File: config.mk
export PLATFORM = sky130hd
export DESIGN_NAME = stall_sched
export DESIGN_NICKNAME = d
export VERILOG_FILES = /design/src/rtl/stall_sched.sv
export SDC_FILE = /design/constraint.sdc
export NUM_CORES = 1
export LEC_CHECK = 0
export BUFFER_PORTS_ARGS = -buffer_cell sky130_fd_sc_hd__clkbuf_2
export CORE_UTILIZATION = 46
export DETAILED_ROUTE_END_ITERATION = 16
export PLACE_DENSITY = 0.88
export SETUP_SLACK_MARGIN = 0.4
export SLEW_MARGIN = 40
export SYNTH_ARGS = -nofsm -noshare
export SYNTH_HDL_FRONTEND = slang
export SYNTH_SLANG_ARGS = --single-unit
File: constraint.sdc
create_clock -name clk -period 2.2 [get_ports clk]
set_input_delay 0.44 -clock clk [delete_from_list [all_inputs] [get_ports clk]]
set_output_delay 0.44 -clock clk [all_outputs]
set_load 0.01 [all_outputs]
File: src/rtl/stall_sched.sv
// Pipeline stall/flush scheduler: load-use stalls, multi-cycle mul/div stalls with timeout, exception flush.
// Optional macro STALL_SCHED_PERF_EN adds saturating stall_cnt / flush_cnt performance counters.
//
// state | meaning
// IDLE  | no multi-cycle op outstanding; load-use stalls and new mdu ops accepted
// BUSY  | mul/div in flight; front of pipe held until ready, timeout or exception
// FLUSH | one-cycle redirect; all requests ignored
module stall_sched #(
    parameter int MDU_TIMEOUT = 64
) (
    input  logic        clk,
    input  logic        rst,
    input  logic        stallreq_for_load,
    input  logic        mdu_start,
    input  logic        mdu_ready,
    input  logic        excp_req,
    input  logic [31:0] excp_pc,
    output logic [5:0]  stall,
    output logic        flush,
    output logic [31:0] new_pc,
    output logic        mdu_cancel,
`ifdef STALL_SCHED_PERF_EN
    output logic [31:0] stall_cnt,
    output logic [15:0] flush_cnt,
`endif
    output logic        mdu_timeout_err
);

    localparam int STALL_BUS = 6;
    localparam int CNT_W = $clog2(MDU_TIMEOUT) + 1;
    localparam logic [STALL_BUS-1:0] STALL_MDU  = 6'b001111;
    localparam logic [STALL_BUS-1:0] STALL_LOAD = 6'b000111;
    localparam logic [CNT_W-1:0] CNT_LAST = CNT_W'(MDU_TIMEOUT - 1);

    typedef enum logic [1:0] {
        IDLE  = 2'd0,
        BUSY  = 2'd1,
        FLUSH = 2'd2
    } state_t;

    state_t            state, state_nxt;
    logic [CNT_W-1:0]  cnt, cnt_nxt;
    logic              flush_nxt;
    logic [31:0]       new_pc_nxt;
    logic              cancel_nxt;
    logic              err_nxt;
    logic [STALL_BUS-1:0] stall_raw;

    always_ff @(posedge clk) begin
        if (!rst) begin
            state           <= IDLE;
            cnt             <= '0;
            flush           <= 1'b0;
            new_pc          <= 32'h0;
            mdu_cancel      <= 1'b0;
            mdu_timeout_err <= 1'b0;
        end else begin
            state           <= state_nxt;
            cnt             <= cnt_nxt;
            flush           <= flush_nxt;
            new_pc          <= new_pc_nxt;
            mdu_cancel      <= cancel_nxt;
            mdu_timeout_err <= err_nxt;
        end
    end

    always_comb begin
        state_nxt  = state;
        cnt_nxt    = cnt;
        flush_nxt  = 1'b0;
        new_pc_nxt = new_pc;
        cancel_nxt = 1'b0;
        err_nxt    = mdu_timeout_err;
        stall_raw  = '0;
        case (state)
            IDLE: begin
                if (excp_req) begin
                    state_nxt  = FLUSH;
                    flush_nxt  = 1'b1;
                    new_pc_nxt = excp_pc;
                end else if (mdu_start) begin
                    stall_raw = STALL_MDU;
                    state_nxt = BUSY;
                    cnt_nxt   = '0;
                end else if (stallreq_for_load) begin
                    stall_raw = STALL_LOAD;
                end
            end
            BUSY: begin
                if (excp_req) begin
                    state_nxt  = FLUSH;
                    flush_nxt  = 1'b1;
                    new_pc_nxt = excp_pc;
                    cancel_nxt = 1'b1;
                end else if (mdu_ready) begin
                    state_nxt = IDLE;
                end else if (cnt == CNT_LAST) begin
                    // Release the pipe now; cancel and error land with the return to IDLE.
                    state_nxt  = IDLE;
                    cancel_nxt = 1'b1;
                    err_nxt    = 1'b1;
                end else begin
                    stall_raw = STALL_MDU;
                    cnt_nxt   = cnt + CNT_W'(1);
                end
            end
            FLUSH: state_nxt = IDLE;
            default: state_nxt = IDLE;
        endcase
    end

    assign stall = rst ? stall_raw : '0;

`ifdef STALL_SCHED_PERF_EN
    always_ff @(posedge clk) begin
        if (!rst) begin
            stall_cnt <= '0;
            flush_cnt <= '0;
        end else begin
            if (stall != '0 && stall_cnt != '1) stall_cnt <= stall_cnt + 32'd1;
            if (flush && flush_cnt != '1) flush_cnt <= flush_cnt + 16'd1;
        end
    end
`endif

endmodule

==> results of run 1 <==
-- cell usage in the layout, fill, tap and decap left out, drive strengths merged --
| cell type | n |
|---|---|
| a22oi | 3 |
| inv | 1 |
| nand2b | 2 |
| conb | 2 |
| or4b | 1 |
| or3 | 2 |
| nor2 | 3 |
| o21ai | 5 |
| a21oi | 4 |
| nand3 | 3 |
| nor4b | 1 |
| or4 | 1 |
| clkbuf | 79 |
| mux2i | 1 |
| and3b | 1 |
| bufinv | 1 |
| o211ai | 1 |
| o32ai | 1 |
| dfxtp | 44 |
| clkinv | 1 |
| ha | 1 |
| and2 | 2 |
| nand4b | 1 |
| o21a | 3 |
| nor2b | 3 |
| nand2 | 76 |
| a31oi | 1 |
| or2 | 1 |
| o22ai | 1 |
| buf | 10 |
| a21boi | 32 |
-- worst max-delay path: stages (launching register included) --
cell     delay, ns
dfxtp_4       0.38
or4b_4        0.53
a31oi_4       0.22
buf_2         0.17
-- layout make-up --
cell class | instances | area (um2)
Inverter | 1 | 3.75
Multi-Input combinational cell | 152 | 871
Timing Repair Buffer | 83 | 433
Tap cell | 48 | 60.1
Sequential cell | 44 | 891
Fill cell | 321 | 1310
Clock inverter | 2 | 38.8
Clock buffer | 6 | 82.6
-- registers in the layout, summed over array words and instances (netlist names) --
signal / cells
cnt: 7
flush: 1
mdu_cancel: 1
mdu_timeout_err: 1
new_pc: 32
state: 2
-- per-stage QoR --
step,util,cells
floorplan,-,215
global placement,0.591,324
detailed placement,0.591,324
CTS,0.643,336
global route,0.645,336
finish,0.645,336
-- path summary, 6_finish.rpt --
check	from	endpoint	slack, ns	cells after the start
max	state[1]$_SDFFE_PN0P_	stall[2]	0.18	3
min	excp_pc[18]	new_pc[18]$_SDFFE_PN0P_	0.36	3
max reg2reg	cnt[1]$_SDFFE_PN0P_	cnt[1]$_SDFFE_PN0P_	0.71	6
min reg2reg	cnt[6]$_SDFFE_PN0P_	cnt[6]$_SDFFE_PN0P_	0.45	2
-- power by group through the flow --
stage / clock network [uW] / registers [uW] / logic, uW
4_1_cts: 661 / 853 / 209
3_5_place_dp: 0 / 873 / 201
3_3_place_gp: 0 / 871 / 197
6_report: 642 / 852 / 209
2_1_floorplan: 0 / 886 / 105
5_1_grt: 687 / 857 / 234
-- layer usage --
layer / wire [um] / vias to the layer above / global-route usage / part of all wire
met5: 0 / - / 0 / 0
met4: 59 / 0 / 0.0833 / 0.014
met3: 257 / 6 / 0.0616 / 0.062
met2: 2060 / 67 / 0.380 / 0.50
met1: 1740 / 749 / 0.244 / 0.42
li1: - / 843 / - / -
-- cell usage after synthesis (all sizes together) --
cell type  instances  share of area
a22oi              3          0.013
conb               1         0.0021
clkbuf             7          0.015
nor4b              1         0.0049
or4                1         0.0042
nand2b             2         0.0070
nand4b             1         0.0049
nand2             76           0.16
mux2i              1         0.0056
a21oi              4          0.011
and2               2         0.0070
a31oi              1         0.0035
and3b              1         0.0049
o22ai              1         0.0035
or4b               1         0.0077
nor2               3         0.0063
or2                1         0.0035
o21ai              5          0.014
ha                 1         0.0070
buf               11          0.043
or3                2         0.0070
o211ai             1         0.0042
o21a               3          0.013
nand3              3         0.0084
nor2b              3          0.010
inv                1         0.0021
a21boi            32           0.13
o32ai              1         0.0049
dfxtp             44           0.49
-- cells by family after synthesis --
group / count (synthesis) / synth area share
other cells: 1 / 0.00209
compound gates: 51 / 0.200
flops: 44 / 0.491
fa+ha+maj: 1 / 0.00697
mux: 1 / 0.00558
buf+inv: 19 / 0.0599
simple gates: 97 / 0.235
-- repair_timing --
action                     CTS  global route
gates cloned                 0             0
setup endpoints to repair    4             4
pin swaps                    3             1
gates resized for setup     10             5
setup buffers                4             0
==> reports/metrics.cfg, run 1 <==
[power_and_ir_drop]
p_leak_uw=0.00106
cellInternalPower_uw=1300
clockPowerShare=0.377
ir_drop_mv=0.369
p_seq_frac=0.500
combPwrFrac=0.123
p_total_uw=1700
sw_frac_of_total=0.239
p_per_area_nw_per_um2=716
p_switching_uw=407

[sta]
finalHoldViolations=0
setup_viol=0
fin_ws_ns=0.177
drv_slew=0
clock.fmax_mhz=494
rsz0062_at_grt=true
fin_crit_sh=0.920
hold_ws_ns=0.359
fin_worst_skew_ns=0.0105
tns_ns=0
fin_crit_ns=2.02

[grt]
grt_max_degree=44
grt_antenna_before_repair=0
grtUsageTotal=0.216
grt_pass1_wl_um=6910
overflow=0
grt_pass1_vias=1602

[placement]
hpwlAfterDp_um=2680
gp_congestion=0.901
postPlaceCellArea_um2=2180
place_ws_ns=0.209
port_buffers=76

[drt]
vias_per_cell=4.96
route.detailed.drc=0
wl_um=4120
first_pass_iters=4
vias=1665
ant_nets=0
drtIter0Drc=99
post_drt_wl_per_cell_um=12.3

[job]
maxCapViolations=0

[floorplan]
chipHeight_um=64.5
rows=22
die-area_um2=4160
die_x_um=64.5
ios=79
start_util=0.487
core_um2=3690

[synthesis]
ys_ff_latch=44
syn_inst=214
avgSynthCellArea_um2=8.39
netlist_area_um2=1800
yosys_warnings=0
seq_area_frac_synth=0.491
ys_types=32

[clock_tree]
clock_latency_ns=0.30
clockBufferDepth=2
cts_root_buf=clkbuf_8
cts_buffers=5
htree_levels=2
clkTransAtPathRegs_ns=0.08
holdBufCountCts=0
cts.sinks=44
cts_tree=done

[worst_setup_path]
worst_ep_required_time_ns=1.76
crit_fanout=7
cp.arrival_ns=1.58
path_class=reg2out
end_kind=output pin
cp-start-kind=flip-flop

[cells_and_area]
n_antenna_cell=0
stdcell_area_um2=2380
nNetsFinal=326
drive_above_1_share=0.358
area_growth_syn_to_layout_pct=32.5

[min_path]
hp-class=in2reg

[outcome]
status=complete, no violations

Power figures use the tool's default switching activity.
==> run 2: changes to the inputs <==
--- a/config.mk
+++ b/config.mk
@@ -6,6 +6,7 @@
 export NUM_CORES = 1
 export LEC_CHECK = 0
 export BUFFER_PORTS_ARGS = -buffer_cell sky130_fd_sc_hd__clkbuf_2
+export CORE_MARGIN = 5
 export CORE_UTILIZATION = 46
 export DETAILED_ROUTE_END_ITERATION = 16
 export PLACE_DENSITY = 0.88
==> constraint.sdc (replaced) <==
create_clock -name clk -period 2.2 [get_ports clk]
set_input_delay 0.44 -clock clk [delete_from_list [all_inputs] [get_ports clk]]
set_output_delay 0.44 -clock clk [all_outputs]
set_load 0.005 [all_outputs]
==> run 2 against run 1 <==
Net effect: final cell count up 1.8%; sequential power is essentially flat; highest routed layer unchanged; clock power is 8.6% lower; clock skew shrank 0.0062 ns; combinational power down 6%; total power shrank 3.9%; non-clock buffer count is 6 higher.
==> reports/metrics.cfg, run 2 (same netlist as run 1, synthesis figures left out) <==
[clock_tree]
cts.sinks=44
cts_root_buf=clkbuf_8
cts_tree=done
clockBufferDepth=2
clock_latency_ns=0.29
cts_buffers=5
htree_levels=2
holdBufCountCts=0
clkTransAtPathRegs_ns=0.08

[min_path]
worstHoldEndpoint=new_pc[14]$_SDFFE_PN0P_
whs_path_depth=3
hp-class=in2reg
hp-start=excp_pc[14]

[sta]
fin_ws_ns=0.201
fin_worst_skew_ns=0.00425
drv_slew=0
rsz0062_at_grt=true
fin_crit_ns=2.00
fin_crit_sh=0.909
finalHoldViolations=0
clock.fmax_mhz=500
setup_viol=0
tns_ns=0

[cells_and_area]
finish.utilization=0.648
largest_reg_flops=32
drive_above_1_share=0.364
final_cell_mix=nand2_1 (76), clkbuf_2 (76), dfxtp_1 (40), a21boi_0 (32), buf_4 (13)
reg_top3=new_pc (32), cnt (7), state (2)
nNetsFinal=332
fill_cells=327
regMostFlops=new_pc
area_growth_syn_to_layout_pct=34.1
stdcell_area_um2=2410
n_antenna_cell=0

[grt]
grt_pass1_vias=1580
overflow=0
grt_max_degree=44
grt_pass1_wl_um=6930
grt_antenna_before_repair=0
grt_use_met3=0.0596
met1_usage=0.188
grtUsageTotal=0.170
use_met2=0.289
grt.busiest_layer=met2

[power_and_ir_drop]
p_seq_frac=0.521
ir_drop_mv=0.463
combPwrFrac=0.120
clockPowerShare=0.359
p_per_area_nw_per_um2=680
p_leak_uw=0.00108
p_switching_uw=371
sw_frac_of_total=0.227
cellInternalPower_uw=1270

[drt]
ant_nets=0
drtIter0Drc=74
post_drt_wl_per_cell_um=13.1
wl_um=4490
route.detailed.drc=0
first_pass_iters=6
vias=1720
vias_per_cell=5.03

[worst_setup_path]
critPathSlowestCell=or4b_4
end_kind=output pin
worst_ep_required_time_ns=1.76
path_class=in2out
reg2reg_from=cnt[0]$_SDFFE_PN0P_
reg2reg_depth=7
cp.arrival_ns=1.56
crit_fanout=7
slowest_delay_ns=0.61
crit_chain=clkbuf_2, or4b_4, a31oi_4, clkbuf_2
cp-start-kind=primary input
r2r_setup_slack_ns=0.54
crit_top_cell=clkbuf_2
r2r-end=cnt[4]$_SDFFE_PN0P_

[placement]
port_buffers=76
gp_congestion=0.887
place_ws_ns=0.101
postPlaceCellArea_um2=2180
hpwlAfterDp_um=2990

[floorplan]
core_um2=3720
die_x_um=72.5
rows=22
chipHeight_um=72.5
die-area_um2=5250
start_util=0.483
ios=79

[outcome]
status=complete, no violations

[job]
maxCapViolations=0

==> run 2: per-layer routing <==
metal,share of wire,wire length (um)
met4,0.030,133
met5,0,0
met3,0.073,328
met1,0.42,1860
met2,0.48,2160
==> run 2: timing repair <==
item / CTS / global route
gates resized for setup: 9 / 2
setup endpoints to repair: 4 / 4
buffers inserted: 8 / 2
pin swaps: 3 / 2
==> run 2: worst max path at each step <==
stage / start / end / slack, ns / depth (start not counted)
after floorplan: state[0]$_SDFFE_PN0P_ / stall[1] / 0.40 / 5
after global placement: excp_req / stall[0] / 0.25 / 5
after detailed placement: excp_req / stall[2] / 0.10 / 5
after CTS: state[0]$_SDFFE_PN0P_ / stall[2] / 0.19 / 3
after global routing: cnt[0]$_SDFFE_PN0P_ / stall[2] / 0.15 / 5
final: excp_req / stall[2] / 0.20 / 4
==> run 2: metrics by stage <==
step           total power, uW  hold WS (ns)  cells
4_1_cts                   1650         0.365    340
2_1_floorplan              975         0.407    215
3_5_place_dp              1060         0.440    324
3_3_place_gp              1050         0.417    324
6_report                  1640         0.370    342
5_1_grt                   1720         0.359    342
==> run 2: final cells by class <==
class                           instances  area, um2  share of cell area
Clock inverter                          2       35.0              0.0146
Tap cell                               48       60.1              0.0249
Inverter                                1       3.75             0.00156
Timing Repair Buffer                   89        478               0.199
Sequential cell                        44        891               0.370
Multi-Input combinational cell        152        867               0.360
Clock buffer                            6       72.6              0.0301
==> run 2: worst max-delay path, delay by kind of cell <==
kind	cells	cell delay [ns]
simple gates	1	0.61
buf+inv	2	0.30
compound gates	1	0.21
==> run 2: power by group through the flow <==
stage	Combinational (uW)	Clock, uW	Sequential (uW)
3_3_place_gp	182	0	871
3_5_place_dp	188	0	873
2_1_floorplan	102	0	873
4_1_cts	198	604	853
6_report	197	587	852
5_1_grt	219	644	857
